File: src/rtl/mux_reg_n.sv
// mux_reg_n: registered N-way selector with a one-entry valid/ready output stage.
// One of NUM_IN sources is captured into a holding register with the select code
// that chose it. The value stays stable until the consumer accepts it.
// An out-of-range select captures zero and raises a sticky error flag.
`timescale 1ns/1ps

module mux_reg_n #(
  parameter int              WIDTH     = 32,
  parameter int              NUM_IN    = 4,
  parameter int              SEL_W     = 2,
  parameter logic [WIDTH-1:0] RESET_VAL = '0
) (
  input  logic                    clk,
  input  logic                    rst,
  input  logic [NUM_IN*WIDTH-1:0] din,
  input  logic [SEL_W-1:0]        sel,
  input  logic                    in_valid,
  output logic                    in_ready,
  output logic [WIDTH-1:0]        out_data,
  output logic [SEL_W-1:0]        out_sel,
  output logic                    out_valid,
  input  logic                    out_ready,
  output logic                    sel_err,
  input  logic                    err_clr,
  output logic [15:0]             xfer_cnt
);

  // One extra bit so that NUM_IN == 2**SEL_W is representable.
  localparam logic [SEL_W:0] NumInW = (SEL_W+1)'(NUM_IN);

  logic [WIDTH-1:0] data_q, data_d;
  logic [SEL_W-1:0] sel_q, sel_d;
  logic             valid_q, valid_d;
  logic             err_q, err_d;
  logic [15:0]      cnt_q, cnt_d;

  logic [WIDTH-1:0] sel_data;
  logic             sel_oob;
  logic             capture;

  // The stage is free when empty or being drained; reset keeps it open.
  assign in_ready = rst || !valid_q || out_ready;
  assign capture  = in_valid && in_ready && !rst;
  assign sel_oob  = ({1'b0, sel} >= NumInW);

  // Source selection; an out-of-range select matches no source and yields zero.
  always_comb begin
    sel_data = '0;
    for (int k = 0; k < NUM_IN; k++) begin
      if (sel == SEL_W'(k)) begin
        sel_data = din[k*WIDTH +: WIDTH];
      end
    end
  end

  // Next-state: capture (possibly replacing a draining value), else drain; errors beat err_clr.
  always_comb begin
    data_d  = data_q;
    sel_d   = sel_q;
    valid_d = valid_q;
    err_d   = err_q;
    cnt_d   = cnt_q;
    if (capture) begin
      data_d  = sel_data;
      sel_d   = sel;
      valid_d = 1'b1;
      cnt_d   = cnt_q + 16'd1;
    end else if (valid_q && out_ready) begin
      valid_d = 1'b0;
    end
    if (capture && sel_oob) begin
      err_d = 1'b1;
    end else if (err_clr) begin
      err_d = 1'b0;
    end
  end

  // State registers with synchronous reset that discards any held value.
  always_ff @(posedge clk) begin
    if (rst) begin
      data_q  <= RESET_VAL;
      sel_q   <= '0;
      valid_q <= 1'b0;
      err_q   <= 1'b0;
      cnt_q   <= 16'd0;
    end else begin
      data_q  <= data_d;
      sel_q   <= sel_d;
      valid_q <= valid_d;
      err_q   <= err_d;
      cnt_q   <= cnt_d;
    end
  end

  assign out_data  = data_q;
  assign out_sel   = sel_q;
  assign out_valid = valid_q;
  assign sel_err   = err_q;
  assign xfer_cnt  = cnt_q;

endmodule

File: config.mk
export PLATFORM = sky130hd
export DESIGN_NAME = mux_reg_n
export DESIGN_NICKNAME = d
export VERILOG_FILES = /design/src/rtl/mux_reg_n.sv
export SDC_FILE = /design/constraint.sdc
export NUM_CORES = 1
export LEC_CHECK = 0
export CAP_MARGIN = 10
export CORE_UTILIZATION = 30
export CTS_BUF_LIST = sky130_fd_sc_hd__clkbuf_8
export DETAILED_ROUTE_END_ITERATION = 12
export PLACE_DENSITY = 0.69
export SYNTH_ARGS = -nofsm -noshare
export SYNTH_HDL_FRONTEND = slang
export SYNTH_SLANG_ARGS = --single-unit
File: constraint.sdc
create_clock -name clk -period 5.3 [get_ports clk]
set_clock_uncertainty 0.2 [all_clocks]
set_input_delay 1.325 -clock clk [delete_from_list [all_inputs] [get_ports clk]]
set_output_delay 1.325 -clock clk [all_outputs]
set_load 0.005 [all_outputs]
==> results of run 1 <==
[synth_stat cells (all sizes together)]
cell type / n / area (um2)
dfxtp: 51 / 1021
nand2: 42 / 157.7
o21ai: 40 / 200.2
nand2b: 37 / 239.0
mux4: 32 / 720.7
clkbuf: 20 / 76.32
a21oi: 8 / 40.04
nor2: 8 / 30.03
or3: 7 / 45.05
xnor2: 6 / 52.55
buf: 5 / 33.78
nand3: 4 / 20.02
or4: 4 / 33.78
nor4: 3 / 18.77
o31ai: 3 / 22.52
and4: 2 / 18.77
inv: 2 / 7.510
conb: 1 / 3.750
ha: 1 / 12.51
nand4: 1 / 12.51
nor2b: 1 / 6.260
nor3b: 1 / 7.510
nor4b: 1 / 8.760
or2: 1 / 6.260
xor2: 1 / 8.760
[cell type report]
cell class	count	area share
well taps	108	0.02803
clock buffers	5	0.01427
flip-flops and latches	51	0.2118
inverters	2	0.001557
repair buffers	187	0.3841
multi-input cells	204	0.3470
clock inverters	3	0.01324
[worst min-delay path: cells and delay by family (launching register included)]
kind / cells / cell delay (ns)
flip-flops: 1 / 0.32
AO/OA/AOI/OAI: 1 / 0.06
AND/OR/NAND/NOR: 1 / 0.06
[power breakdown]
group          internal (mW)  switching, mW  leakage [nW]
logic                  0.178         0.0731          1.16
clock network          0.187          0.127        0.0695
registers              0.408         0.0139         0.418
[metrics by stage]
step                hold WS (ns)  setup WS [ns]  area [um2]  cells
floorplan                 0.2649          2.020        2804    282
global placement          0.2572         0.9147        4688    552
detailed placement        0.2655         0.9219        4688    552
CTS                       0.2832         0.9145        4821    560
global route              0.3003         0.7519        4821    560
finish                    0.2777         0.9266        4821    560
[worst max path at each step]
stage / end / slack, ns / depth (start not counted)
global route: in_ready / 0.75 / 4
detailed placement: in_ready / 0.92 / 4
global placement: in_ready / 0.91 / 4
floorplan: in_ready / 2.02 / 3
CTS: in_ready / 0.91 / 4
finish: in_ready / 0.93 / 4
[kinds of logic (layout without fill, tap and decap cells)]
kind of cell	after synthesis	in the layout	share of synthesized area
adder cells (fa/ha/maj)	1	1	0.004462
XOR/XNOR	7	7	0.02187
AND/OR/NAND/NOR	112	112	0.2155
other	1	1	0.001337
multiplexers	32	32	0.2570
buffers and inverters	27	197	0.04194
flip-flops	51	51	0.3641
AO/OA/AOI/OAI	51	51	0.09371
[sequential cells by signal (all words and copies together) (netlist names)]
signal / count
out_sel: 2
out_data: 32
xfer_cnt: 16
out_valid: 1
[routing by layer]
layer | global-route usage | up-vias
li1 | - | 1347
met1 | 0.1931 | 1303
met2 | 0.3229 | 130
met3 | 0.04610 | 9
met4 | 0.04363 | 0
met5 | 0 | -
==> flow_summary_export.csv, run 1 <==
group,metric,value,unit
final_layout,final_cell_mix,"clkdlybuf4s50_1, dfxtp_1, nand2_1",
global_route,grt_antenna_before_repair,0,
clocking,clock-root-buffer,"clkbuf_8",
worst_setup_path,crit_path_max_fanout,9,
worst_setup_path,rr_startpoint,"xfer_cnt[3]",
worst_setup_path,crit_family,"buffers and inverters",
final_layout,syn_to_final_growth,71.93,%
yosys,yosysSeqAreaShare,0.3641,
drt,dr.pass1.iters,6,
sta,tightest_slew,0.8610,ns
clocking,h-tree-depth,2,
final_layout,final_util,0.5422,
sta,slew_headroom,0.4260,
clocking,cts.sinks,51,
worst_hold_path,hp-start,"out_data[13]",
drt,dr.max_layer_used,"met4",
drt,viasPerCell,4.980,
flow_run,maxCapViolations,0,
worst_setup_path,crit_top_cell,"clkdlybuf4s50_1",
worst_setup_path,critPathLaunchType,"input pin",
global_route,grt_overflow,0,
floorplan,design.portCount,188,
sta,finalCriticalPeriod,4.373,ns
worst_hold_path,whs_path_depth,2,
global_route,grtUsageTotal,0.1724,
global_route,grt_pass1_vias,2793,
clocking,postCtsSetupRepairBufs,0,
drt,wl_met1,3101,um
sta,rsz0062_at_grt,"no",
power_and_ir_drop,ir_drop,0.1064,mV
placement,dp_hpwl,6473,um
yosys,synth_fp_nets,418,
drt,wl_per_cell,14.68,um
floorplan,start_util,0.3154,
sta,hold_viol,0,
worst_hold_path,hold_end,"out_data[13]",
drt,dr.first_iter.drc_count,95,
sta,setup_viol,0,
worst_hold_path,hp-class,"reg2reg",
sta,fin_tns_setup,0,ns
floorplan,die_y,98.68,um
final_layout,layout.nets,587,
sta,clock.fmax,0.2287,GHz
floorplan,die_x,98.68,um
worst_setup_path,worst_path_max_delay_cell,"nor2b_1",
power_and_ir_drop,p_total,987.3,uW
worst_setup_path,crit_buf_inv,2,
drt,drtAntennaViolNets,0,
worst_setup_path,required,3.77,ns
clocking,clkSlewWorstSetupHoldPaths,0.09,ns
final_layout,final_common_cell,"clkdlybuf4s50_1",
final_layout,multi_input_area,1673,um2
clocking,cts_tree,"yes",
clocking,numCtsBuffers,5,
sta,timing.final.crit_share,0.8252,
placement,io_buffers,185,
placement,gp_congestion,0.7783,
worst_setup_path,r2r_slack,3.14,ns
final_layout,regArea,1021,um2
power_and_ir_drop,p_leak,1.649,nW
yosys,synthCells,282,
final_layout,antenna_cells,0,
worst_setup_path,crit_chain,"clkdlybuf4s50_1 -> nor2b_1 -> nand2b_1 -> clkdlybuf4s50_1",
yosys,synth_cell_type_count,32,
worst_setup_path,startpoint,"out_ready",
floorplan,coreArea,8891,um2
drt,drt-total-wl,8223,um
run_status,outcome,"finished, final reports clean",
yosys,ys_ff_latch,51,
worst_setup_path,critPathMaxStageDelay,0.50,ns
clocking,cts_resized,0,
power_and_ir_drop,power_density,204.8,nW/um2
worst_setup_path,setup.worst_path.class,"in2out",
drt,vias,2789,
yosys,syn_area,2804,um2
drt,dr_wl_met2,4312,um
drt,post-route-drc-count,0,
floorplan,fp-row-count,34,
worst_setup_path,worst_ep_arrival_time,2.85,ns
clocking,cts_buffer_depth,2,
floorplan,die_area,9737,um2
final_layout,drive_above_1_share,0.1128,
final_layout,nFillCells,789,
global_route,grt_max_degree,53,
global_route,grt_pass1_wl,13300,um
sta,drv_slew,0,
drt,wl_met3,699,um
yosys,syn_area_per_cell,9.943,um2
worst_setup_path,rr_worst_depth,4,
worst_setup_path,r2r_end,"xfer_cnt[15]",
clocking,clk_latency,0.30,ns
clocking,ctsHoldBuffers,0,
yosys,yosysWarnings,0,
worst_setup_path,crit_path_end_kind,"primary output",
(Power assumes the default switching activity.)
==> inputs of run 2 (changes only) <==
Settings changed: PLACE_DENSITY 0.69 to 0.72.
Clock period 5.3 ns to 3.8 ns, I/O delays scaled along.
==> flow_summary_export.csv, run 2 (synthesis gave the netlist of run 1 again) <==
group,metric,value,unit
run_status,outcome,"finished, final reports clean",
global_route,grt_overflow,0,
worst_setup_path,critPathLaunchType,"input pin",
global_route,grtUsageTotal,0.1651,
sta,finalCriticalPeriod,3.456,ns
worst_setup_path,crit_path_max_fanout,9,
sta,drv_slew,0,
worst_hold_path,hp-start,"out_data[0]",
drt,viasPerCell,4.894,
worst_setup_path,crit_path_end_kind,"primary output",
final_layout,nFillCells,824,
worst_setup_path,setup.worst_path.class,"in2out",
worst_setup_path,crit_chain,"clkdlybuf4s50_1 -> nor2b_2 -> nand2b_1 -> clkdlybuf4s50_1",
power_and_ir_drop,ir_drop,0.1517,mV
floorplan,die_x,98.68,um
sta,layout_setup_ws,0.3443,ns
final_layout,finalInstanceArea,4841,um2
worst_setup_path,r2r_slack,1.66,ns
final_layout,final_cell_mix,"clkdlybuf4s50_1, dfxtp_1, nand2_1",
clocking,cts_buffer_depth,2,
final_layout,largest_register_ffs,32,
global_route,grt_max_degree,39,
sta,timing.final.crit_share,0.9094,
drt,dr.pass1.iters,5,
power_and_ir_drop,p_total,1.332,mW
clocking,cts.sinks,51,
placement,dp_hpwl,6386,um
placement,io_buffers,185,
final_layout,syn_to_final_growth,72.65,%
placement,gp_congestion,0.7442,
global_route,grt_antenna_before_repair,0,
clocking,numCtsBuffers,5,
power_and_ir_drop,p_leak,1.654,nW
floorplan,start_util,0.3154,
clocking,h-tree-depth,2,
sta,clock.fmax,0.2894,GHz
sta,setup_viol,0,
worst_setup_path,r2r_end,"xfer_cnt[15]",
drt,vias,2760,
clocking,clock-root-buffer,"clkbuf_8",
worst_setup_path,critPathMaxStageDelay,0.47,ns
placement,pre_cts_ws,0.1251,ns
placement,place_area,4723,um2
worst_setup_path,crit_buf_inv,2,
power_and_ir_drop,power_density,275.1,nW/um2
final_layout,final_common_cell,"clkdlybuf4s50_1",
worst_hold_path,hp-class,"reg2reg",
flow_run,maxCapViolations,0,
worst_hold_path,hold_end,"out_data[0]",
worst_setup_path,crit_top_cell,"clkdlybuf4s50_1",
drt,post-route-drc-count,0,
clocking,postCtsSetupRepairBufs,0,
floorplan,coreArea,8891,um2
worst_setup_path,rr_worst_depth,4,
clocking,cts_tree,"yes",
floorplan,die_area,9737,um2
final_layout,layout.nets,591,
clocking,clk_latency,0.31,ns
global_route,grt_pass1_wl,12880,um
drt,dr.first_iter.drc_count,72,
sta,fin_tns_setup,0,ns
worst_setup_path,worst_path_max_delay_cell,"clkdlybuf4s50_1",
global_route,grt_pass1_vias,2783,
worst_setup_path,worst_ep_arrival_time,2.31,ns
drt,wl_per_cell,14.30,um
worst_setup_path,rr_startpoint,"xfer_cnt[3]",
floorplan,die_y,98.68,um
worst_hold_path,whs_path_depth,2,
final_layout,antenna_cells,0,
drt,drt-total-wl,8068,um
floorplan,design.portCount,188,
clocking,clkSlewWorstSetupHoldPaths,0.09,ns
drt,drtAntennaViolNets,0,
worst_setup_path,required,2.65,ns
final_layout,drive_above_1_share,0.1228,
sta,hold_viol,0,
floorplan,fp-row-count,34,
worst_setup_path,crit_family,"buffers and inverters",
sta,rsz0062_at_grt,"no",
-- run 2: cell count changes in the layout (fill, tap and decap cells not counted), sizes merged --
cell           delta
clkdlybuf4s50     +1
bufinv            -1
buf               +4
clkinvlp          +1
clkbuf            -1
-- run 2: timing repair --
action                     4_1_cts  5_1_grt
resized for setup                0        1
setup endpoints to repair        0        1
hold buffers                     0        0
-- run 2: routing by layer --
layer | wire (um) | part of all wire | track usage
met5 | 0 | 0 | 0
met4 | 50 | 0.0062 | 0.02755
met3 | 631 | 0.078 | 0.04894
met2 | 4195 | 0.52 | 0.3131
met1 | 3191 | 0.40 | 0.1841
-- run 2: final cells by class --
cell class | count | area (um2) | area share
clock buffers | 5 | 68.82 | 0.01422
inverters | 2 | 7.507 | 0.001551
repair buffers | 191 | 1887 | 0.3898
multi-input cells | 204 | 1675 | 0.3461
well taps | 108 | 135.1 | 0.02791
clock inverters | 3 | 46.29 | 0.009563
flip-flops and latches | 51 | 1021 | 0.2109
-- run 2: power breakdown --
part           internal (mW)  leakage [nW]  total [mW]  switching [mW]
combinational          0.251          1.18       0.352           0.101
clock                  0.199        0.0548       0.392           0.193
sequential             0.569         0.418       0.588          0.0185
total                   1.02          1.65        1.33           0.313
-- run 2: worst reg2reg max path, stage by stage (launching register included) --
cell     delay, ns
dfxtp_1       0.48
nand4_2       0.16
or4_4         0.58
or4_1         0.51
a21oi_1       0.15
-- run 2: worst max path at each step --
stage                         start  cells past startpoint      endpoint  slack [ns]
after floorplan                 rst                      6  xfer_cnt[12]        1.25
after global placement    out_ready                      4      in_ready        0.16
after detailed placement  out_ready                      4      in_ready        0.13
after CTS                 out_ready                      4      in_ready        0.12
after global routing      out_ready                      4      in_ready        0.23
final                     out_ready                      4      in_ready        0.34
-- run 2: stage by stage --
| stage | hold slack [ns] | util | cells |
|---|---|---|---|
| floorplan | 0.2649 | - | 282 |
| global placement | 0.2594 | 0.5312 | 556 |
| detailed placement | 0.2630 | 0.5312 | 556 |
| CTS | 0.2800 | 0.5442 | 564 |
| global route | 0.2958 | 0.5445 | 564 |
| finish | 0.2765 | 0.5445 | 564 |
